[config.mk]
export PLATFORM = sky130hd
export DESIGN_NAME = mem_arbiter
export DESIGN_NICKNAME = d
export VERILOG_FILES = /design/src/rtl/mem_arbiter.sv
export SDC_FILE = /design/constraint.sdc
export NUM_CORES = 1
export LEC_CHECK = 0
export BUFFER_PORTS_ARGS = -buffer_cell sky130_fd_sc_hd__buf_2
export CORE_ASPECT_RATIO = 0.9
export CORE_MARGIN = 1.5
export CORE_UTILIZATION = 56
export CTS_BUF_LIST = sky130_fd_sc_hd__clkbuf_4 sky130_fd_sc_hd__clkbuf_8
export DETAILED_ROUTE_END_ITERATION = 7
export PLACE_DENSITY = 0.88
export SYNTH_ARGS = -nofsm -noshare
export SYNTH_HDL_FRONTEND = slang
export SYNTH_SLANG_ARGS = --single-unit
[constraint.sdc]
create_clock -name clk -period 4.42 [get_ports clk]
set_input_delay 0.221 -clock clk [delete_from_list [all_inputs] [get_ports clk]]
set_output_delay 0.221 -clock clk [all_outputs]
set_load 0.005 [all_outputs]
[src/rtl/mem_arbiter.sv]
// Shares one external memory port between instruction fetch and data access.
// Each pipeline step serves the data access first and the fetch second, and the pipeline stalls until both finish.
module mem_arbiter #(
    parameter int          MAX_WAIT = 255,
    parameter logic [31:0] NOP_INST = 32'h0000_0013
) (
    input  logic        clk,
    input  logic        rst_n,
    input  logic [31:0] ifPc_i,
    input  logic        ifReq_i,
    output logic [31:0] ifInst_o,
    input  logic [31:0] dmemAddr_i,
    input  logic [31:0] dmemWdata_i,
    input  logic [3:0]  dmemRead_i,
    input  logic [2:0]  dmemWrite_i,
    output logic [31:0] dmemRdata_o,
    output logic        busyWait_o,
    output logic        memReq_o,
    output logic [31:0] memAddr_o,
    output logic [31:0] memWdata_o,
    output logic [3:0]  memRead_o,
    output logic [2:0]  memWrite_o,
    input  logic [31:0] memRdata_i,
    input  logic        memAck_i,
    output logic        timeoutErr_o
);

    typedef enum logic [1:0] {
        IDLE,
        D_ACC,
        I_ACC,
        DONE
    } state_t;

    localparam logic [15:0] WAIT_LAST  = 16'(MAX_WAIT - 1);
    localparam logic [3:0]  FETCH_READ = 4'b1010;

    state_t      state_q;
    logic [31:0] pc_q;
    logic        ifReq_q;
    logic [31:0] ifInst_q;
    logic [31:0] rdata_q;
    logic        timeoutErr_q;
    logic [15:0] waitCnt_q;
    logic        memReq_q;
    logic [31:0] memAddr_q;
    logic [31:0] memWdata_q;
    logic [3:0]  memRead_q;
    logic [2:0]  memWrite_q;

    logic dop;
    logic expired;

    assign dop     = dmemRead_i[3] | dmemWrite_i[2];
    assign expired = !memAck_i && (waitCnt_q == WAIT_LAST);

    // Memory-side request registers are loaded on entry to an access state and
    // cleared on leaving it, so MEM_REQ is low whenever the FSM is not accessing.
    always_ff @(posedge clk or negedge rst_n) begin
        if (!rst_n) begin
            state_q      <= IDLE;
            pc_q         <= '0;
            ifReq_q      <= 1'b0;
            ifInst_q     <= NOP_INST;
            rdata_q      <= '0;
            timeoutErr_q <= 1'b0;
            waitCnt_q    <= '0;
            memReq_q     <= 1'b0;
            memAddr_q    <= '0;
            memWdata_q   <= '0;
            memRead_q    <= '0;
            memWrite_q   <= '0;
        end else begin
            case (state_q)
                IDLE: begin
                    pc_q      <= ifPc_i;
                    ifReq_q   <= ifReq_i;
                    waitCnt_q <= '0;
                    if (dop) begin
                        state_q    <= D_ACC;
                        memReq_q   <= 1'b1;
                        memAddr_q  <= dmemAddr_i;
                        memWdata_q <= dmemWdata_i;
                        memRead_q  <= dmemRead_i;
                        memWrite_q <= dmemWrite_i;
                    end else if (ifReq_i) begin
                        state_q    <= I_ACC;
                        memReq_q   <= 1'b1;
                        memAddr_q  <= ifPc_i;
                        memWdata_q <= '0;
                        memRead_q  <= FETCH_READ;
                        memWrite_q <= '0;
                    end
                end

                D_ACC: begin
                    if (memAck_i || expired) begin
                        // An ACK on the expiry edge wins over the watchdog.
                        if (memAck_i) begin
                            if (memRead_q[3]) begin
                                rdata_q <= memRdata_i;
                            end
                        end else begin
                            rdata_q      <= '0;
                            timeoutErr_q <= 1'b1;
                        end
                        waitCnt_q <= '0;
                        if (ifReq_q) begin
                            state_q    <= I_ACC;
                            memReq_q   <= 1'b1;
                            memAddr_q  <= pc_q;
                            memWdata_q <= '0;
                            memRead_q  <= FETCH_READ;
                            memWrite_q <= '0;
                        end else begin
                            state_q    <= DONE;
                            memReq_q   <= 1'b0;
                            memAddr_q  <= '0;
                            memWdata_q <= '0;
                            memRead_q  <= '0;
                            memWrite_q <= '0;
                        end
                    end else begin
                        waitCnt_q <= waitCnt_q + 16'd1;
                    end
                end

                I_ACC: begin
                    if (memAck_i || expired) begin
                        if (memAck_i) begin
                            ifInst_q <= memRdata_i;
                        end else begin
                            ifInst_q     <= NOP_INST;
                            timeoutErr_q <= 1'b1;
                        end
                        waitCnt_q  <= '0;
                        state_q    <= DONE;
                        memReq_q   <= 1'b0;
                        memAddr_q  <= '0;
                        memWdata_q <= '0;
                        memRead_q  <= '0;
                        memWrite_q <= '0;
                    end else begin
                        waitCnt_q <= waitCnt_q + 16'd1;
                    end
                end

                DONE: begin
                    state_q <= IDLE;
                end

                default: begin
                    state_q <= IDLE;
                end
            endcase
        end
    end

    // The stall must be visible in IDLE before the access starts, so it looks at live requests there.
    always_comb begin
        busyWait_o = 1'b0;
        case (state_q)
            IDLE:    busyWait_o = dop | ifReq_i;
            D_ACC:   busyWait_o = 1'b1;
            I_ACC:   busyWait_o = 1'b1;
            default: busyWait_o = 1'b0;
        endcase
    end

    assign ifInst_o     = ifInst_q;
    assign dmemRdata_o  = rdata_q;
    assign timeoutErr_o = timeoutErr_q;
    assign memReq_o     = memReq_q;
    assign memAddr_o    = memAddr_q;
    assign memWdata_o   = memWdata_q;
    assign memRead_o    = memRead_q;
    assign memWrite_o   = memWrite_q;

endmodule

**Word-level counts from Yosys, hierarchy flattened**

Cells that the tools add are included.

- Bits in read-only memories: 0
- Memory bits (writable): 0
- Memories: 0
- Latch bits: 0
- Register bits after elaboration: 188

- Multiplexer cells: 37
- Add/sub/neg operators: 1
- Reductions and logical operators: 13
- Equality and inequality tests: 9
- Order comparisons: 0
- Divide/modulo/power cells: 0
- Shift-type cells: 0
- Bitwise logic cells: 3
- $mul: 0

Operators with widths:

| kind | number |
|---|---|
| two-way mux 32 bit | 10 |
| case mux 32 bit (3 select lines) | 1 |
| case mux 32 bit (2 select lines) | 1 |
| case mux 16 bit (2 select lines) | 1 |
| two-way mux 4 bit | 5 |
| adder 16 x 1 -> 16 bit, second input constant | 1 |
| == test 16 x 8 -> 1 bit, second input constant | 1 |
| two-way mux 16 bit | 1 |
| case mux 4 bit (3 select lines) | 1 |
| AND reduction 3 bit | 4 |
| two-way mux 3 bit | 3 |
| two-way mux 2 bit | 4 |
| case mux 2 bit (4 select lines) | 1 |
| two-way mux 1 bit | 6 |
| case mux 3 bit (2 select lines) | 1 |
| == test 2 bit, second input constant | 2 |
| inequality test 2 x 1 -> 1 bit, second input constant | 2 |
| inequality test 2 bit, second input constant | 2 |
| AND reduction 4 bit | 1 |
| inequality test 3 bit, second input constant | 1 |
| case mux 1 bit (3 select lines) | 1 |
| nonzero test 3 bit | 1 |
| == test 2 x 1 -> 1 bit, second input constant | 1 |
| zero test 2 bit | 1 |
| other kinds (9) | 10 |

**Depth between registers and ports, before layout**

Gate-level depths: netlist of the first run.

- Depth after elaboration: 5
- Gate-level depth with buffers: 9
- Gate-level depth less buffers: 6

**Worst setup path before layout of the first run**

Ideal clock, no wire load.

- Path type: flip-flop to flip-flop
- From: register waitCnt_q[0]
- To: register memAddr_q[10] (netlist: memAddr_o[10])
- Cell stages (with the launch flop): 8
- Arrival: 2.007 ns
- Buffers on the path: 1
- Library setup time: 0.125 ns
- Path slack: 2.288 ns
- Data required time: 4.295 ns
- Path through: dfrtp_1 > inv_1 > ha_1 > and4b_1 > a41oi_2 > a211oi_4 > buf_6 > mux2_2

- Word-level cells in the longest chain between the ends: 5
- Elaborated cells on any way between the ends: 6
- Classes of those cells: eq/ne: 3; reduce/logical: 3

Ends and longest elaborated chain:

| element | RTL line | source |
|---|---|---|
| start: declaration | 44 | `logic [15:0] waitCnt_q;` |
| start signal: assignment | 124 | `waitCnt_q <= waitCnt_q + 16'd1;` |
| start signal: assignment | 144 | `waitCnt_q <= waitCnt_q + 16'd1;` |
| == test 16 x 8 -> 1 bit (*) | 55 | `assign expired = !memAck_i && (waitCnt_q == WAIT_LAST);` |
| logical AND 1 bit (*) | 55 |  |
| logical OR 1 bit (*) | 97, 129 |  |
| inequality test 2 bit (no line) | - |  |
| AND reduction 4 bit (no line) (*) | - |  |
| end signal: assignment | 82 | `memAddr_q <= dmemAddr_i;` |
| end signal: assignment | 89 | `memAddr_q <= ifPc_i;` |
| end signal: assignment | 111 | `memAddr_q <= pc_q;` |
| end: declaration | 46 | `logic [31:0] memAddr_q;` |

Every way passes the cells marked *; elsewhere a longest branch is shown, timed or not.
A chain may end at the register's enable or synchronous reset.

**Worst setup path after layout of the first run**

- From: register state_q[0]
- To: register memAddr_q[27] (netlist: memAddr_o[27])

- Word-level cells in the longest chain between the ends: 3
- Elaborated cells on any way between the ends: 9
- Classes of those cells: eq/ne: 5; mux: 1; reduce/logical: 3

Ends and longest elaborated chain:

| element | RTL line | source |
|---|---|---|
| start: declaration | 38 | `state_t state_q;` |
| start signal: assignment | 61 | `state_q <= IDLE;` |
| start signal: assignment | 80 | `state_q <= D_ACC;` |
| start signal: assignment | 87 | `state_q <= I_ACC;` |
| == test 2 x 1 -> 1 bit (tied with other cells) | 74 | `case (state_q)` |
| inequality test 2 bit (no line) (tied with other cells) | - |  |
| AND reduction 4 bit (no line) | - |  |

Parallel ways exist; a longest one is shown, timed or not.

==> impl_metrics.env, run 1 <==
export IMPL_drt_pass1_iterations=5
export IMPL_die_height_um=115.9
export IMPL_path_class="reg2reg"
export IMPL_min_path_type="in2reg"
export IMPL_die_w_um=128.4
export IMPL_cts_buffers=17
export IMPL_comb_power_share=0.424
export IMPL_placeableCoreArea_sq_um=13900
export IMPL_placement_rows=41
export IMPL_final_global_route_overflow_total=0
export IMPL_worstSetupStartpointType="flip-flop"
export IMPL_dpl_cell_area_sq_um=9472
export IMPL_synthSimpleGateAreaFrac=0.06489
export IMPL_hold_slack_ns=0.01536
export IMPL_arrival_ns=3.00
export IMPL_setup_violating_endpoint_count_in_the_final_report=0
export IMPL_grt_start_max_net_pins=101
export IMPL_synth_top_family_by_area="compound AO/OA/AOI/OAI gates"
export IMPL_synth_warning_count=0
export IMPL_clock_power_share=0.169
export IMPL_max_clock_path_buffers=2
export IMPL_dp_hpwl_um=13600
export IMPL_gp_congestion=0.8384
export IMPL_port_buffers=276
export IMPL_outcome="finished, final reports clean"
export IMPL_synth_compound_area_share=0.1554
export IMPL_power_per_cell_area_nw_per_um2=672.1
export IMPL_postCtsResizedCells=0
export IMPL_timing_clock_skew_ns=0.01102
export IMPL_dominantRegCellSynth="sky130_fd_sc_hd__dfrtp_1"
export IMPL_rsz0062_at_grt="no"
export IMPL_root_buffer="sky130_fd_sc_hd__clkbuf_8"
export IMPL_worstSetupEndpointType="flip-flop"
export IMPL_tightestPinTransition_ns=1.189
export IMPL_syn_to_final_growth_pct=35.67
export IMPL_synth_area_mux_share=0.1397
export IMPL_relSlewSlack=0.2073
export IMPL_detail_route_drc_violations=0
export IMPL_timing_max_transition_violations_final=0
export IMPL_final_stage_net_count=1104
export IMPL_critPathRequiredTime_ns=4.76
export IMPL_cts_hold_buffers=83
export IMPL_fillers=867
export IMPL_drt_initial_drc_count=474
export IMPL_clk_latency_ns=0.47
export IMPL_clock_tree_from_tritoncts="built"
export IMPL_internal_power_mw=4.603
export IMPL_clkTransAtPathRegs_ns=0.10
export IMPL_post_synth_xor_area_fraction=0.008841
export IMPL_track_usage=0.3108
export IMPL_final_min_clock_period_ns=2.658
export IMPL_min_period_over_period=0.6014
export IMPL_grt_pass1_vias=6805
export IMPL_fraction_of_the_mapped_netlist_area_in_adder_cells=0.009473
export IMPL_initial_core_util=0.5701
export IMPL_cts_num_sinks=188
export IMPL_worst_vdd_rail_ir_drop_mv=0.4301
export IMPL_power_frac_seq=0.407
export IMPL_drive_gt1_frac=0.4115
export IMPL_mapped_nets=758
export IMPL_p_switching_mw=2.624
export IMPL_post_synth_inst_count=613
export IMPL_num_vias=6759
export IMPL_postSynth_asyncResetShare=1.000
export IMPL_antenna_violations_before_repair=1
export IMPL_leakage_nw=5.395
export IMPL_number_of_distinct_library_cells_after_synthesis=50
export IMPL_design_die_area_sq_um=14880
export IMPL_finalSetupTns_ns=0
export IMPL_drt_vias_per_instance=5.797
export IMPL_synth_edf_count=0
export IMPL_synth_yosys_seq_area_share=0.5941
export IMPL_switching_share=0.3630
export IMPL_routedWlPerCell_um=19.92
export IMPL_fmax_mhz=376.2
export IMPL_post_synth_cell_area_avg_sq_um=12.93
export IMPL_residual_antenna_violating_net_count_after_detailed_routing=0
export IMPL_timing_max_cap_violations=0
export IMPL_syn_area_sq_um=7925
export IMPL_post_cts_setup_buffer_count=0
export IMPL_routed_wl_um=23220
export IMPL_floorplan_io_pins=277
export IMPL_worstPathMaxFanout=42
export IMPL_grt_first_pass_wirelength_um=35220
export IMPL_final_hold_violation_count=0
export IMPL_yosys_register_bits=188
export IMPL_final_design_area_no_fill_sq_um=10750
export IMPL_htree_levels=4
==> power by group through the flow <==
stage | clock, mW | combinational [mW] | sequential, mW
2_1_floorplan | 0 | 1.77 | 2.91
3_3_place_gp | 0 | 2.83 | 2.87
3_5_place_dp | 0 | 2.92 | 2.91
4_1_cts | 1.24 | 2.99 | 2.89
5_1_grt | 1.31 | 3.31 | 3.01
6_report | 1.22 | 3.06 | 2.94
==> synth_stat cells (4+ instances only) <==
cell type / instances / area [sq um]
sky130_fd_sc_hd__nand3_1: 7 / 35.03
sky130_fd_sc_hd__buf_2: 4 / 20.02
sky130_fd_sc_hd__o21ai_0: 39 / 195.2
sky130_fd_sc_hd__nand4_1: 6 / 37.54
sky130_fd_sc_hd__mux2i_1: 33 / 330.3
sky130_fd_sc_hd__mux2_2: 68 / 765.7
sky130_fd_sc_hd__inv_1: 7 / 26.28
sky130_fd_sc_hd__a21oi_1: 8 / 40.04
sky130_fd_sc_hd__ha_1: 6 / 75.07
sky130_fd_sc_hd__buf_1: 6 / 22.52
sky130_fd_sc_hd__nor2_1: 11 / 41.29
sky130_fd_sc_hd__a22o_1: 95 / 832.1
sky130_fd_sc_hd__dfrtp_1: 185 / 4629
sky130_fd_sc_hd__nand2_1: 43 / 161.4
sky130_fd_sc_hd__xor2_1: 7 / 61.31
sky130_fd_sc_hd__clkbuf_1: 31 / 116.4
sky130_fd_sc_hd__nor3b_1: 4 / 30.03
==> layout by cell type (no fill, tap or decap), types with 5 or more instances in the layout <==
master	synthesis	final
sky130_fd_sc_hd__a21oi_1	8	8
sky130_fd_sc_hd__a22o_1	95	95
sky130_fd_sc_hd__buf_2	4	275
sky130_fd_sc_hd__buf_4	0	9
sky130_fd_sc_hd__clkbuf_8	0	18
sky130_fd_sc_hd__dfrtp_1	185	185
sky130_fd_sc_hd__dlygate4sd3_1	0	85
sky130_fd_sc_hd__ha_1	6	5
sky130_fd_sc_hd__inv_1	7	7
sky130_fd_sc_hd__inv_6	0	6
sky130_fd_sc_hd__mux2_2	68	68
sky130_fd_sc_hd__mux2i_1	33	33
sky130_fd_sc_hd__nand2_1	43	43
sky130_fd_sc_hd__nand3_1	7	7
sky130_fd_sc_hd__nand4_1	6	6
sky130_fd_sc_hd__nor2_1	11	10
sky130_fd_sc_hd__o21ai_0	39	38
sky130_fd_sc_hd__xor2_1	7	7
==> registers in the layout, indices dropped and copies added, names as in the netlist <==
signal	flops
dmemRdata_o	32
ifInst_o	32
ifReq_q	1
memAddr_o	32
memRead_o	4
memReq_o	1
memWdata_o	32
memWrite_o	3
pc_q	32
state_q	2
timeoutErr_o	1
waitCnt_q	16
==> worst max-delay path, cell delays in order (launching register included) <==
cell and delay [ns]:
sky130_fd_sc_hd__dfrtp_1 0.42, sky130_fd_sc_hd__inv_1 0.12, sky130_fd_sc_hd__ha_2 0.17, sky130_fd_sc_hd__buf_4 0.44
sky130_fd_sc_hd__nor4b_1 0.62, sky130_fd_sc_hd__a211oi_4 0.08, sky130_fd_sc_hd__buf_4 0.33, sky130_fd_sc_hd__mux2_2 0.34
==> routing by layer <==
metal,share of wire,track usage,up-vias
met4,0.035,0.1446,0
met3,0.072,0.07895,72
met1,0.38,0.3625,3366
met2,0.52,0.5448,365
li1,-,-,2956
met5,0,0,-
==> per-stage QoR <==
stage	total power [mW]	setup slack (ns)	std cells	utilization
floorplan	4.685	2.288	613	-
global placement	5.698	1.864	1048	0.6813
detailed placement	5.825	1.783	1048	0.6813
CTS	7.123	1.748	1163	0.7718
global route	7.624	1.582	1166	0.7734
finish	7.227	1.762	1166	0.7734
==> cell type report <==
type / count / area, sq um / share of cell area
Multi-Input combinational cell: 374 / 3020 / 0.2809
Timing Repair Buffer: 371 / 2326 / 0.2163
Inverter: 7 / 26.28 / 0.002444
Clock inverter: 14 / 178.9 / 0.01664
Tap cell: 193 / 241.5 / 0.02246
Antenna cell: 1 / 2.502 / 0.0002327
Sequential cell: 188 / 4708 / 0.4379
Clock buffer: 18 / 247.7 / 0.02304
==> final timing paths <==
kind / cells past startpoint / slack, ns / from / to
max: 7 / 1.76 / state_q[0] / memAddr_o[27]
min: 2 / 0.02 / ifPc_i[21] / pc_q[21]
max reg2reg: 7 / 1.76 / state_q[0] / memAddr_o[27]
min reg2reg: 1 / 0.47 / timeoutErr_o / timeoutErr_o
max in group asynchronous: 3 / 3.05 / rst_n / memWdata_o[10]
min in group asynchronous: 2 / 0.36 / rst_n / dmemRdata_o[0]
==> cell families (layout without fill, tap and decap cells) <==
kind of cell             count (synthesis)  count (layout)
XOR/XNOR                                 8               8
AND/OR/NAND/NOR                         98              98
buffers and inverters                   51             410
other                                    0               1
adder cells (fa/ha/maj)                  6               6
flip-flops                             188             188
AO/OA/AOI/OAI                          160             160
multiplexers                           102             102
Power figures use the tool's default switching activity.
==> run 2: changes to the inputs <==
ABC_AREA = 1   (was default)
CORE_UTILIZATION = 47   (was 56)
PLACE_DENSITY = 0.78   (was 0.88)
clock period = 2.4 ns   (was 4.42 ns; I/O delays follow)
==> run 2 against run 1 <==
  * Core utilization decreased by 12 points
  * Register-to-register slack got worse by 1.5 ns
  * Synthesized area rose by 5.3%
  * Clock-buffer cell count down 1
  * Wire length rose by 4.8%
  * Critical path depth down 1
  * Critical path type is now reg2out
  * Critical endpoint is now busyWait_o
==> impl_metrics.env, run 2 <==
export IMPL_critPathRequiredTime_ns=2.28
export IMPL_floorplan_io_pins=277
export IMPL_grt_pass1_vias=7961
export IMPL_leakage_nw=5.860
export IMPL_post_synth_xor_area_fraction=0.004198
export IMPL_relSlewSlack=0.5702
export IMPL_synth_compound_area_share=0.1570
export IMPL_synth_warning_count=0
export IMPL_htree_levels=4
export IMPL_routed_wl_um=24340
export IMPL_worstPathMaxFanout=38
export IMPL_post_cts_setup_buffer_count=0
export IMPL_drt_initial_drc_count=473
export IMPL_cts_num_sinks=188
export IMPL_postSynth_asyncResetShare=1.000
export IMPL_dominantRegCellSynth="sky130_fd_sc_hd__dfrtp_1"
export IMPL_timing_max_transition_violations_final=0
export IMPL_track_usage=0.2600
export IMPL_synthDominantCellAreaShare=0.5547
export IMPL_critical_path_n_buffers_inverters=4
export IMPL_syn_area_sq_um=8346
export IMPL_worstSetupStartpointType="flip-flop"
export IMPL_multi_input_area_sq_um=3126
export IMPL_min_path_type="in2reg"
export IMPL_drive_gt1_frac=0.2551
export IMPL_rsz0062_at_grt="no"
export IMPL_outcome="finished, final reports clean"
export IMPL_synth_area_mux_share=0
export IMPL_post_synth_cell_area_avg_sq_um=8.387
export IMPL_drt_vias_per_instance=5.127
export IMPL_clk_latency_ns=0.46
export IMPL_max_clock_path_buffers=2
export IMPL_critPathTopFamily="buffers and inverters"
export IMPL_final_core_utilization=0.6527
export IMPL_residual_antenna_violating_net_count_after_detailed_routing=0
export IMPL_root_buffer="sky130_fd_sc_hd__clkbuf_8"
export IMPL_design_die_area_sq_um=18570
export IMPL_detail_route_drc_violations=0
export IMPL_yosys_register_bits=188
export IMPL_setup_violating_endpoint_count_in_the_final_report=0
export IMPL_tightestPinTransition_ns=0.6448
export IMPL_final_stage_net_count=1500
export IMPL_timing_max_cap_violations=0
export IMPL_path_class="reg2out"
export IMPL_cts_buffers=17
export IMPL_arrival_ns=2.03
export IMPL_worstSetupEndpointType="output port"
export IMPL_fmax_mhz=465.1
export IMPL_final_hold_violation_count=0
export IMPL_mapped_nets=1140
export IMPL_timing_clock_skew_ns=0.01931
export IMPL_die_height_um=129.4
export IMPL_placeableCoreArea_sq_um=17500
export IMPL_antenna_violations_before_repair=1
export IMPL_regToRegSetupSlack_ns=0.28
export IMPL_layout_cells_most_common_list="sky130_fd_sc_hd__nand2_1 (314), sky130_fd_sc_hd__buf_2 (275), sky130_fd_sc_hd__dfrtp_1 (185), sky130_fd_sc_hd__o21ai_0 (133), sky130_fd_sc_hd__dlygate4sd3_1 (105)"
export IMPL_most_common_cell_after_layout_fill_and_taps_aside="sky130_fd_sc_hd__nand2_1"
export IMPL_dpl_cell_area_sq_um=9938
export IMPL_clock_tree_from_tritoncts="built"
export IMPL_clkTransAtPathRegs_ns=0.11
export IMPL_routedWlPerCell_um=15.13
export IMPL_cp_common_cell="sky130_fd_sc_hd__inv_1"
export IMPL_initial_core_util=0.4770
export IMPL_hold_slack_ns=0.06141
export IMPL_fraction_of_the_mapped_netlist_area_in_adder_cells=0.008996
export IMPL_gp_congestion=0.8642
export IMPL_drt_pass1_iterations=5
export IMPL_min_period_over_period=0.8958
export IMPL_worst_vdd_rail_ir_drop_mv=0.6383
export IMPL_synth_edf_count=0
export IMPL_num_vias=8250
export IMPL_synth_top_cells_by_area="sky130_fd_sc_hd__dfrtp_1 (55%), sky130_fd_sc_hd__nand2_1 (14%), sky130_fd_sc_hd__o21ai_0 (8.0%)"
export IMPL_post_synth_inst_count=995
export IMPL_slowest_delay_ns=0.41
export IMPL_grt_first_pass_wirelength_um=38340
export IMPL_syn_to_final_growth_pct=36.85
export IMPL_crit_path_top_delay_cell="sky130_fd_sc_hd__dfrtp_1"
export IMPL_port_buffers=276
export IMPL_die_w_um=143.5
export IMPL_number_of_distinct_library_cells_after_synthesis=33
export IMPL_synth_yosys_seq_area_share=0.5642
export IMPL_power_per_cell_area_nw_per_um2=1147
export IMPL_grt_start_max_net_pins=71
export IMPL_final_min_clock_period_ns=2.150
export IMPL_placement_rows=46
export IMPL_post_synth_top_area_cell="sky130_fd_sc_hd__dfrtp_1"
export IMPL_ys_top_cells_by_count="sky130_fd_sc_hd__nand2_1 (315), sky130_fd_sc_hd__dfrtp_1 (185), sky130_fd_sc_hd__o21ai_0 (133)"
export IMPL_final_global_route_overflow_total=0
export IMPL_synth_top_family_by_area="simple AND/OR/NAND/NOR gates"
export IMPL_finalSetupTns_ns=0
export IMPL_final_design_area_no_fill_sq_um=11420
export IMPL_dp_hpwl_um=15170
export IMPL_synthMostInstantiatedCell="sky130_fd_sc_hd__nand2_1"
export IMPL_fillers=1442
export IMPL_sequential_cell_area_sq_um=4708
export IMPL_timing_critical_path_cells="inv_1, ha_2, inv_1, buf_4, a21oi_1, buf_2"
export IMPL_synthSimpleGateAreaFrac=0.2021
==> run 2: final timing paths <==
| check | from | to | cells past startpoint |
|---|---|---|---|
| max in group asynchronous | rst_n | ifInst_o[0] | 3 |
| worst max register to register | state_q[0] | memWdata_o[26] | 9 |
| worst max-delay path | state_q[1] | busyWait_o | 6 |
| worst min-delay path | dmemAddr_i[18] | memAddr_o[18] | 5 |
| min in group asynchronous | rst_n | pc_q[5] | 2 |
| worst min register to register | timeoutErr_o | timeoutErr_o | 1 |
==> run 2: kinds of logic after synthesis <==
kind of cell	Yosys count
AND/OR/NAND/NOR	426
AO/OA/AOI/OAI	251
flip-flops	188
adder cells (fa/ha/maj)	6
buffers and inverters	120
XOR/XNOR	4
==> run 2: layout make-up <==
class	instances	share of cell area
flip-flops and latches	188	0.4122
multi-input cells	687	0.2737
repair buffers	401	0.2302
well taps	240	0.02629
clock buffers	17	0.02049
inverters	60	0.01983
clock inverters	15	0.01709
diodes	1	0.0002191
==> run 2: tightest hold or removal path, stage by stage <==
cell	delay [ns]
sky130_fd_sc_hd__buf_2	0.07
sky130_fd_sc_hd__o21ai_0	0.07
sky130_fd_sc_hd__o22ai_1	0.11
sky130_fd_sc_hd__nand2_1	0.07
sky130_fd_sc_hd__nand2_1	0.06
==> run 2: what timing repair did <==
item,in CTS,in global routing
endpoints found under the hold margin,193,0
gates resized for setup,0,0
hold buffers,105,0
==> run 2: metrics by stage <==
| step | setup WS (ns) | power [mW] | cells |
|---|---|---|---|
| after CTS | 0.2181 | 13.07 | 1608 |
| after global routing | 0.09591 | 14.19 | 1609 |
| final | 0.2500 | 13.10 | 1609 |
| after global placement | 0.4313 | 10.51 | 1471 |
| after detailed placement | 0.3694 | 10.71 | 1471 |
| after floorplan | 0.5816 | 8.623 | 995 |
==> run 2: routing by layer <==
layer	up-vias	part of all wire	wire, um	track usage
li1	3952	-	-	-
met1	3910	0.42	10150	0.3342
met2	341	0.49	11910	0.4282
met3	47	0.071	1739	0.06652
met4	0	0.022	547	0.09304
met5	-	0	0	0
==> run 2: where the power goes <==
part	internal, mW	switching, mW	total [mW]
clock	0.906	1.31	2.22
combinational	2.18	3.63	5.82
sequential	4.45	0.617	5.07
